===== src/rtl/mc_control_fsm.sv =====
// rtl/mc_control_fsm.sv - multicycle MIPS control unit FSM
//
// Sequences FETCH/DECODE/EXEC/MEM/WB for a multicycle MIPS datapath and
// drives aluop, operand selects, PC/IR/memory/regfile enables. Memory
// states (FETCH, MEMRD, MEMWR) wait on mem_ready for any number of cycles.
//
// Ports:
//   clk, reset            clock, synchronous active-high reset
//   op, funct             instr[31:26] / instr[5:0] from IR
//   zero                  ALU zero flag (beq)
//   mem_ready             memory completes the current access this cycle
//   aluop                 ADD=010 SUB=011 OR=001 LUI=000 SLT=111
//   alusrca, alusrcb      ALU operand selects
//   pcsrc, pc_en          PC source select and write enable
//   iord, irwrite         memory address select, IR load
//   memwrite              memory write strobe
//   regdst, memtoreg      regfile destination / data selects
//   regwrite              regfile write enable
//   instret               retired-instruction counter (CNT_W bits, wraps)
//   illegal               illegal-instruction flag
//
// Build option: define ILLEGAL_TRAP_EN to trap unknown op/funct into a
// sticky ERR state; otherwise unknown ops retire as NOPs and unknown R
// functs execute as ADD.
module mc_control_fsm #(
  parameter int CNT_W = 32
) (
  input  logic             clk,
  input  logic             reset,
  input  logic [5:0]       op,
  input  logic [5:0]       funct,
  input  logic             zero,
  input  logic             mem_ready,
  output logic [2:0]       aluop,
  output logic             alusrca,
  output logic [2:0]       alusrcb,
  output logic [1:0]       pcsrc,
  output logic             pc_en,
  output logic             iord,
  output logic             irwrite,
  output logic             memwrite,
  output logic             regdst,
  output logic             memtoreg,
  output logic             regwrite,
  output logic [CNT_W-1:0] instret,
  output logic             illegal
);

  localparam logic [5:0] OP_R    = 6'b000000;
  localparam logic [5:0] OP_LW   = 6'b100011;
  localparam logic [5:0] OP_SW   = 6'b101011;
  localparam logic [5:0] OP_BEQ  = 6'b000100;
  localparam logic [5:0] OP_ADDI = 6'b001000;
  localparam logic [5:0] OP_ORI  = 6'b001101;
  localparam logic [5:0] OP_LUI  = 6'b001111;
  localparam logic [5:0] OP_J    = 6'b000010;

  localparam logic [2:0] ALU_ADD = 3'b010;
  localparam logic [2:0] ALU_SUB = 3'b011;
  localparam logic [2:0] ALU_OR  = 3'b001;
  localparam logic [2:0] ALU_LUI = 3'b000;
  localparam logic [2:0] ALU_SLT = 3'b111;

`ifdef ILLEGAL_TRAP_EN
  typedef enum logic [3:0] {
    FETCH, DECODE, EXEC, ALUWB, MEMADR, MEMRD, MEMWB, MEMWR,
    ADDIEX, ORIEX, LUIEX, IWB, BRANCH, JUMP, ERR
  } state_t;
`else
  typedef enum logic [3:0] {
    FETCH, DECODE, EXEC, ALUWB, MEMADR, MEMRD, MEMWB, MEMWR,
    ADDIEX, ORIEX, LUIEX, IWB, BRANCH, JUMP
  } state_t;
`endif

  state_t state, state_n;
  logic   retire;

  always_ff @(posedge clk) begin
    if (reset) begin
      state   <= FETCH;
      instret <= '0;
    end else begin
      state <= state_n;
      if (retire) instret <= instret + CNT_W'(1);
    end
  end

  always_comb begin
    state_n  = state;
    retire   = 1'b0;
    aluop    = ALU_ADD;
    alusrca  = 1'b0;
    alusrcb  = 3'b000;
    pcsrc    = 2'b00;
    pc_en    = 1'b0;
    iord     = 1'b0;
    irwrite  = 1'b0;
    memwrite = 1'b0;
    regdst   = 1'b0;
    memtoreg = 1'b0;
    regwrite = 1'b0;
    illegal  = 1'b0;
    // Outputs are gated by reset so an in-flight write is dropped in the
    // reset cycle, whatever state the register still holds.
    if (reset) begin
      state_n = FETCH;
    end else begin
      case (state)
        FETCH: begin
          alusrcb = 3'b001;
          irwrite = mem_ready;
          pc_en   = mem_ready;
          if (mem_ready) state_n = DECODE;
        end
        DECODE: begin
          // Branch target computed early so BRANCH can use ALUOut.
          alusrcb = 3'b011;
          case (op)
            OP_R:         state_n = EXEC;
            OP_LW, OP_SW: state_n = MEMADR;
            OP_BEQ:       state_n = BRANCH;
            OP_ADDI:      state_n = ADDIEX;
            OP_ORI:       state_n = ORIEX;
            OP_LUI:       state_n = LUIEX;
            OP_J:         state_n = JUMP;
            default: begin
`ifdef ILLEGAL_TRAP_EN
              state_n = ERR;
`else
              state_n = FETCH;
              retire  = 1'b1;
`endif
            end
          endcase
        end
        EXEC: begin
          alusrca = 1'b1;
          state_n = ALUWB;
          case (funct)
            6'b100000: aluop = ALU_ADD;
            6'b100010: aluop = ALU_SUB;
            6'b100101: aluop = ALU_OR;
            6'b101010: aluop = ALU_SLT;
            default: begin
              aluop = ALU_ADD;
`ifdef ILLEGAL_TRAP_EN
              state_n = ERR;
`endif
            end
          endcase
        end
        ALUWB: begin
          regdst   = 1'b1;
          regwrite = 1'b1;
          state_n  = FETCH;
          retire   = 1'b1;
        end
        MEMADR: begin
          alusrca = 1'b1;
          alusrcb = 3'b010;
          state_n = (op == OP_SW) ? MEMWR : MEMRD;
        end
        MEMRD: begin
          iord = 1'b1;
          if (mem_ready) state_n = MEMWB;
        end
        MEMWB: begin
          memtoreg = 1'b1;
          regwrite = 1'b1;
          state_n  = FETCH;
          retire   = 1'b1;
        end
        MEMWR: begin
          iord     = 1'b1;
          memwrite = 1'b1;
          if (mem_ready) begin
            state_n = FETCH;
            retire  = 1'b1;
          end
        end
        ADDIEX: begin
          alusrca = 1'b1;
          alusrcb = 3'b010;
          state_n = IWB;
        end
        ORIEX: begin
          alusrca = 1'b1;
          alusrcb = 3'b100;
          aluop   = ALU_OR;
          state_n = IWB;
        end
        LUIEX: begin
          alusrcb = 3'b100;
          aluop   = ALU_LUI;
          state_n = IWB;
        end
        IWB: begin
          regwrite = 1'b1;
          state_n  = FETCH;
          retire   = 1'b1;
        end
        BRANCH: begin
          alusrca = 1'b1;
          aluop   = ALU_SUB;
          pcsrc   = 2'b01;
          pc_en   = zero;
          state_n = FETCH;
          retire  = 1'b1;
        end
        JUMP: begin
          pcsrc   = 2'b10;
          pc_en   = 1'b1;
          state_n = FETCH;
          retire  = 1'b1;
        end
`ifdef ILLEGAL_TRAP_EN
        ERR: begin
          illegal = 1'b1;
        end
`endif
        default: state_n = FETCH;
      endcase
    end
  end

endmodule


===== config.mk =====
export PLATFORM = sky130hd
export DESIGN_NAME = mc_control_fsm
export DESIGN_NICKNAME = d
export VERILOG_FILES = /design/src/rtl/mc_control_fsm.sv
export SDC_FILE = /design/constraint.sdc
export NUM_CORES = 1
export LEC_CHECK = 0
export CAP_MARGIN = 20
export CORE_ASPECT_RATIO = 1.75
export CORE_MARGIN = 2
export CORE_UTILIZATION = 48
export CTS_CLUSTER_DIAMETER = 150
export CTS_CLUSTER_SIZE = 14
export DETAILED_ROUTE_END_ITERATION = 8
export GPL_TIMING_DRIVEN = 0
export PLACE_DENSITY = 0.8
export RECOVER_POWER = 100
export SLEW_MARGIN = 20
export SYNTH_ARGS = -nofsm -noshare
export SYNTH_HDL_FRONTEND = slang
export SYNTH_SLANG_ARGS = --single-unit
export TNS_END_PERCENT = 10

===== constraint.sdc =====
create_clock -name clk -period 2.8 [get_ports clk]
set_input_delay 0.84 -clock clk [delete_from_list [all_inputs] [get_ports clk]]
set_output_delay 0.84 -clock clk [all_outputs]
set_load 0.01 [all_outputs]

Yosys cells after proc, flatten, opt, wreduce, memory -nomap -nowiden
Cells that the tools add are included.
Widths: inputs -> output; s select.

cells by class
  $add $sub $neg = 1
  equality and inequality tests = 26
  muxes and demuxes = 33
  reductions and logical operators = 12

operator list
  cell                   count
  $pmux 4 s7             2
  $add 32x1->32 const B  1
  $eq 6x6->1 const B     5
  $eq 4x4->1 const B     6
  $pmux 3 s4             2
  $eq 6x4->1 const B     3
  $mux 1                 18
  $eq 4x3->1 const B     4
  $mux 4                 3
  $reduce_or 5->1        2
  $pmux 3 s3             1
  $eq 4x2->1 const B     2
  $reduce_or 2->1        4
  $reduce_or 8->1        1
  $eq 6x2->1 const B     1
  $eq 6x3->1 const B     1
  $logic_not 6->1        1
  $mux 3                 2
  $ne 2x2->1 const B     3
  $pmux 1 s3             2
  $reduce_or 3->1        2
  $eq 4x1->1 const B     1
  $logic_not 4->1        1
  $mux 2                 2
  2 further kinds        2

word-level totals
  register bits = 36
  input port bits = 16
  output and inout bits = 49
  logic and storage cells = 74

Longest topological paths before layout
  word-level depth = 5
  depth in mapped cells = 8
  mapped depth without buffers = 6

Worst setup path before layout
No wires, ideal clock.

  path type = input to output
  from = input port reset
  to = output port pcsrc[0]
  data arrival time = 1645 ps
  required time = 1960 ps
  path slack = 315 ps
  stages = 3
  buffers on the path = 2
  cells stage by stage = clkbuf_1 clkbuf_1 nor4_1

on the way
  longest elaborated chain between the ends = 1

RTL lines
  what             RTL line  RTL
  start, declared  29        input logic reset,
  $mux 2           106       if (reset) begin
  end, declared    37        output logic [1:0] pcsrc,

No other way between the ends.

Final worst setup path
  from = input port reset
  to = output port regwrite

on the way
  longest elaborated chain between the ends = 1

RTL lines
  what           RTL line  RTL
  $mux 1         106
  end, declared  44        output logic regwrite,

No other way between the ends.

==> summary.md <==
| Metric | Value |
|---|---|
| Status | completed |
| Crit path launch type | primary input |
| Height of the die | 96.78 um |
| Clock share of power | 0.340 |
| Total gr overflow | 0 |
| Initial drt markers | 147 |
| Worst-path clk slew | 70 ps |
| Most frequent cell after synthesis | dfxtp_1 |
| Synth cell count leaders | dfxtp_1 (36), a21oi_1 (35), o21ai_0 (26), nand2_1 (24), nor2_1 (20) |
| CORE AREA | ~4700 um2 |
| Reg2Reg Depth | 5 |
| Synth top area share | 0.3052 |
| Area Overhead vs Synth | 35.14% |
| Final worst slack | 62.99 ps |
| Worst Path Class, Setup | in2out |
| Final Core Density | 0.6778 |
| Reg2reg setup slack | roughly 580 ps |
| CTS Buf Count | 5 |
| Top_reg_cell synth | dfxtp_1 |
| Worst-Margin Slew | ~850 ps |
| Routed len/inst | 15.79 um |
| Peak Freq | roughly 370 MHz |
| Final Skew | 7.115 ps |
| H-tree depth | 2 |
| Max-cap violation count | 0 |
| Routed via count | approximately 2800 |
| Share of layout cells above drive strength 1 | 0.1574 |
| Non-filler cells, final | approximately 450 |
| Setup Viol. Count Final | 0 |
| Vias per inst | between 6 and 7 |
| Leakage | 1.198 nW |
| Cell taking the most area after synthesis | dfxtp_1 |
| I/O pin cnt | 65 |
| Setup TNS | 0 ps |
| Final min period | 2737 ps |
| Syn Inst Count | 320 |
| Root Driver | clkbuf_8 |
| Num rows | 33 |
| Synth Warn # | 0 |
| CP required | 1960 ps |
| Sequential share of power | 0.470 |
| Final Hold Viols | 0 |
| Ant. Diodes | 0 |
| WP data arrival | ~1900 ps |
| Combinational fraction of design power | 0.190 |
| Max_slew headroom | 0.4301 |
| Worst min-delay path category | reg2reg |
| Sink Count | 36 |
| Min-Delay Startpoint | instret[20] |
| Synthesized flop and latch total | 36 |
| Clock Path Buffers | 2 |
| Number of synthesized flops with an enable pin | 0 |
| Fin nets | 410 |
| Setup crit end kind | output pin |
| Synthesized area | approximately 2400 um2 |
| GRT Total Usage | 0.2570 |
| Routability congestion estimate | 0.8465 |
| Antenna viol nets, final | 0 |
| Initial antenna violation count | 0 |
| First-pass GRT wire length | 11540 um |
| Avg Cell Area, Syn | 7.378 um2 |
| Detailed Routing Iterations Pass 1 | 4 |
| Asr flop ratio synth | 0 |
| Psw | 321.8 uW |
| R2R Path Start | instret[2] |
| Hold buffers post-CTS | 0 |
| Place WS | -744.5 ps |
| Worst-path fanout max | 10 |
| Largest net degree at the start of global routing | 12 |
| Seq/Total Area, Yosys | 0.3052 |
| Die X-Extent | 57.02 um |
| Hold EP | instret[20] |
| Tcrit/Tclk final | 0.9775 |
| Initial core utilization | 0.5016 |
| Detailed Route WL | 7042 um |
| Vias in the first global route | around 2700 |
| FF-to-FF End | instret[31] |
| Peak VDD IR | just under 0.4 mV |
| Max Transition Viols Final | 0 |
| Power per cell area | 351.5 nW/um2 |
| Port Buffer Count | 60 |
| Placed Cells | about 430 |
| Leading post-synthesis cells by cell area | dfxtp_1 (31%), a21oi_1 (7.4%), o21ai_0 (5.5%) |
| Pint | roughly 800 uW |
| Yosys cell types | 50 |
| Post-synth net total | 337 |
| Die ar. | 5518 um2 |
| Post-detail-place hpwl | about 5200 um |
| Hold path depth | 2 |
| # DRC | 0 |
| TritonCTS clock tree | built |
| RSZ-0062 raised after global routing | no |
| Sw Ratio | 0.2869 |
| Worst skew pair latency | 290 ps |
cell usage in the layout, fill, tap and decap left out, drive strengths merged, types with 11 or more instances in the layout:
master and count:
dfxtp 36, a21oi 35, dlygate4sd3 32, clkbuf 29, o21ai 26, nand2 24
nor2 20, buf 18, nand3 17, or3 16, nand4 14, or4 13
inv 12, dlygate4sd2 11
registers in the layout (all words and copies together) (netlist names):
register	cells
state	4
instret	32
layout make-up:
class / instances / area (um2)
clock inverter: 2 / 10.01
inverter: 12 / 45.04
timing repair buffer: 66 / 581.8
fill: 447 / 1516
tap: 52 / 65.06
sequential: 36 / 720.7
clock buffer: 6 / 82.58
multi-input combinational: 247 / 1526
buffer: 25 / 158.9
metrics by stage:
step / power (mW) / hold WS [ps] / area [um2]
finish: 1.122 / 500.0 / 3191
global route: 1.165 / 537.0 / 3191
CTS: 1.128 / 508.9 / 3203
detailed placement: 0.7431 / 500.0 / 3027
global placement: 0.7399 / 487.9 / 3027
floorplan: 0.6620 / 508.2 / 2361
worst max path at each step:
stage,startpoint,end,cells past startpoint
after floorplan,reset,pcsrc[0],3
after global placement,reset,aluop[0],5
after detailed placement,reset,aluop[0],5
after CTS,funct[4],aluop[1],6
after global routing,state[1],alusrca,6
final,reset,regwrite,5
metal layers:
metal  global-route usage  wire (um)
met5                    0          0
met4               0.1538        296
met3              0.04278        313
met2               0.4766       3881
met1               0.2525       2550
cells by family (layout without fill, tap and decap cells):
| logic type | after synthesis | count (layout) | share of synthesized area |
|---|---|---|---|
| simple gates | 148 | 148 | 0.3593 |
| flops | 36 | 36 | 0.3052 |
| xor+xnor | 4 | 4 | 0.01484 |
| other cells | 1 | 1 | 0.001588 |
| fa+ha+maj | 2 | 2 | 0.009538 |
| buf+inv | 37 | 111 | 0.07154 |
| compound gates | 90 | 90 | 0.2289 |
| mux | 2 | 2 | 0.009009 |
power by group through the flow:
| stage | logic, mW | registers, mW | clock network (mW) |
|---|---|---|---|
| 2_1_floorplan | 0.123 | 0.539 | 0 |
| 3_3_place_gp | 0.202 | 0.538 | 0 |
| 3_5_place_dp | 0.204 | 0.539 | 0 |
| 4_1_cts | 0.215 | 0.527 | 0.387 |
| 5_1_grt | 0.231 | 0.527 | 0.407 |
| 6_report | 0.213 | 0.527 | 0.382 |
repair_timing:
| action | in CTS | in global routing |
|---|---|---|
| pin swaps | 8 | 7 |
| endpoints found under the setup margin | 16 | 32 |
| resized for setup | 71 | 22 |
| setup buffers | 5 | 1 |
worst max-delay path, cell delays in order:
cell and delay, ps:
dlygate4sd2_1 250, clkbuf_8 160, clkbuf_8 170, nor3b_1 180, dlygate4sd2_1 290
Power figures use the tool's default switching activity.
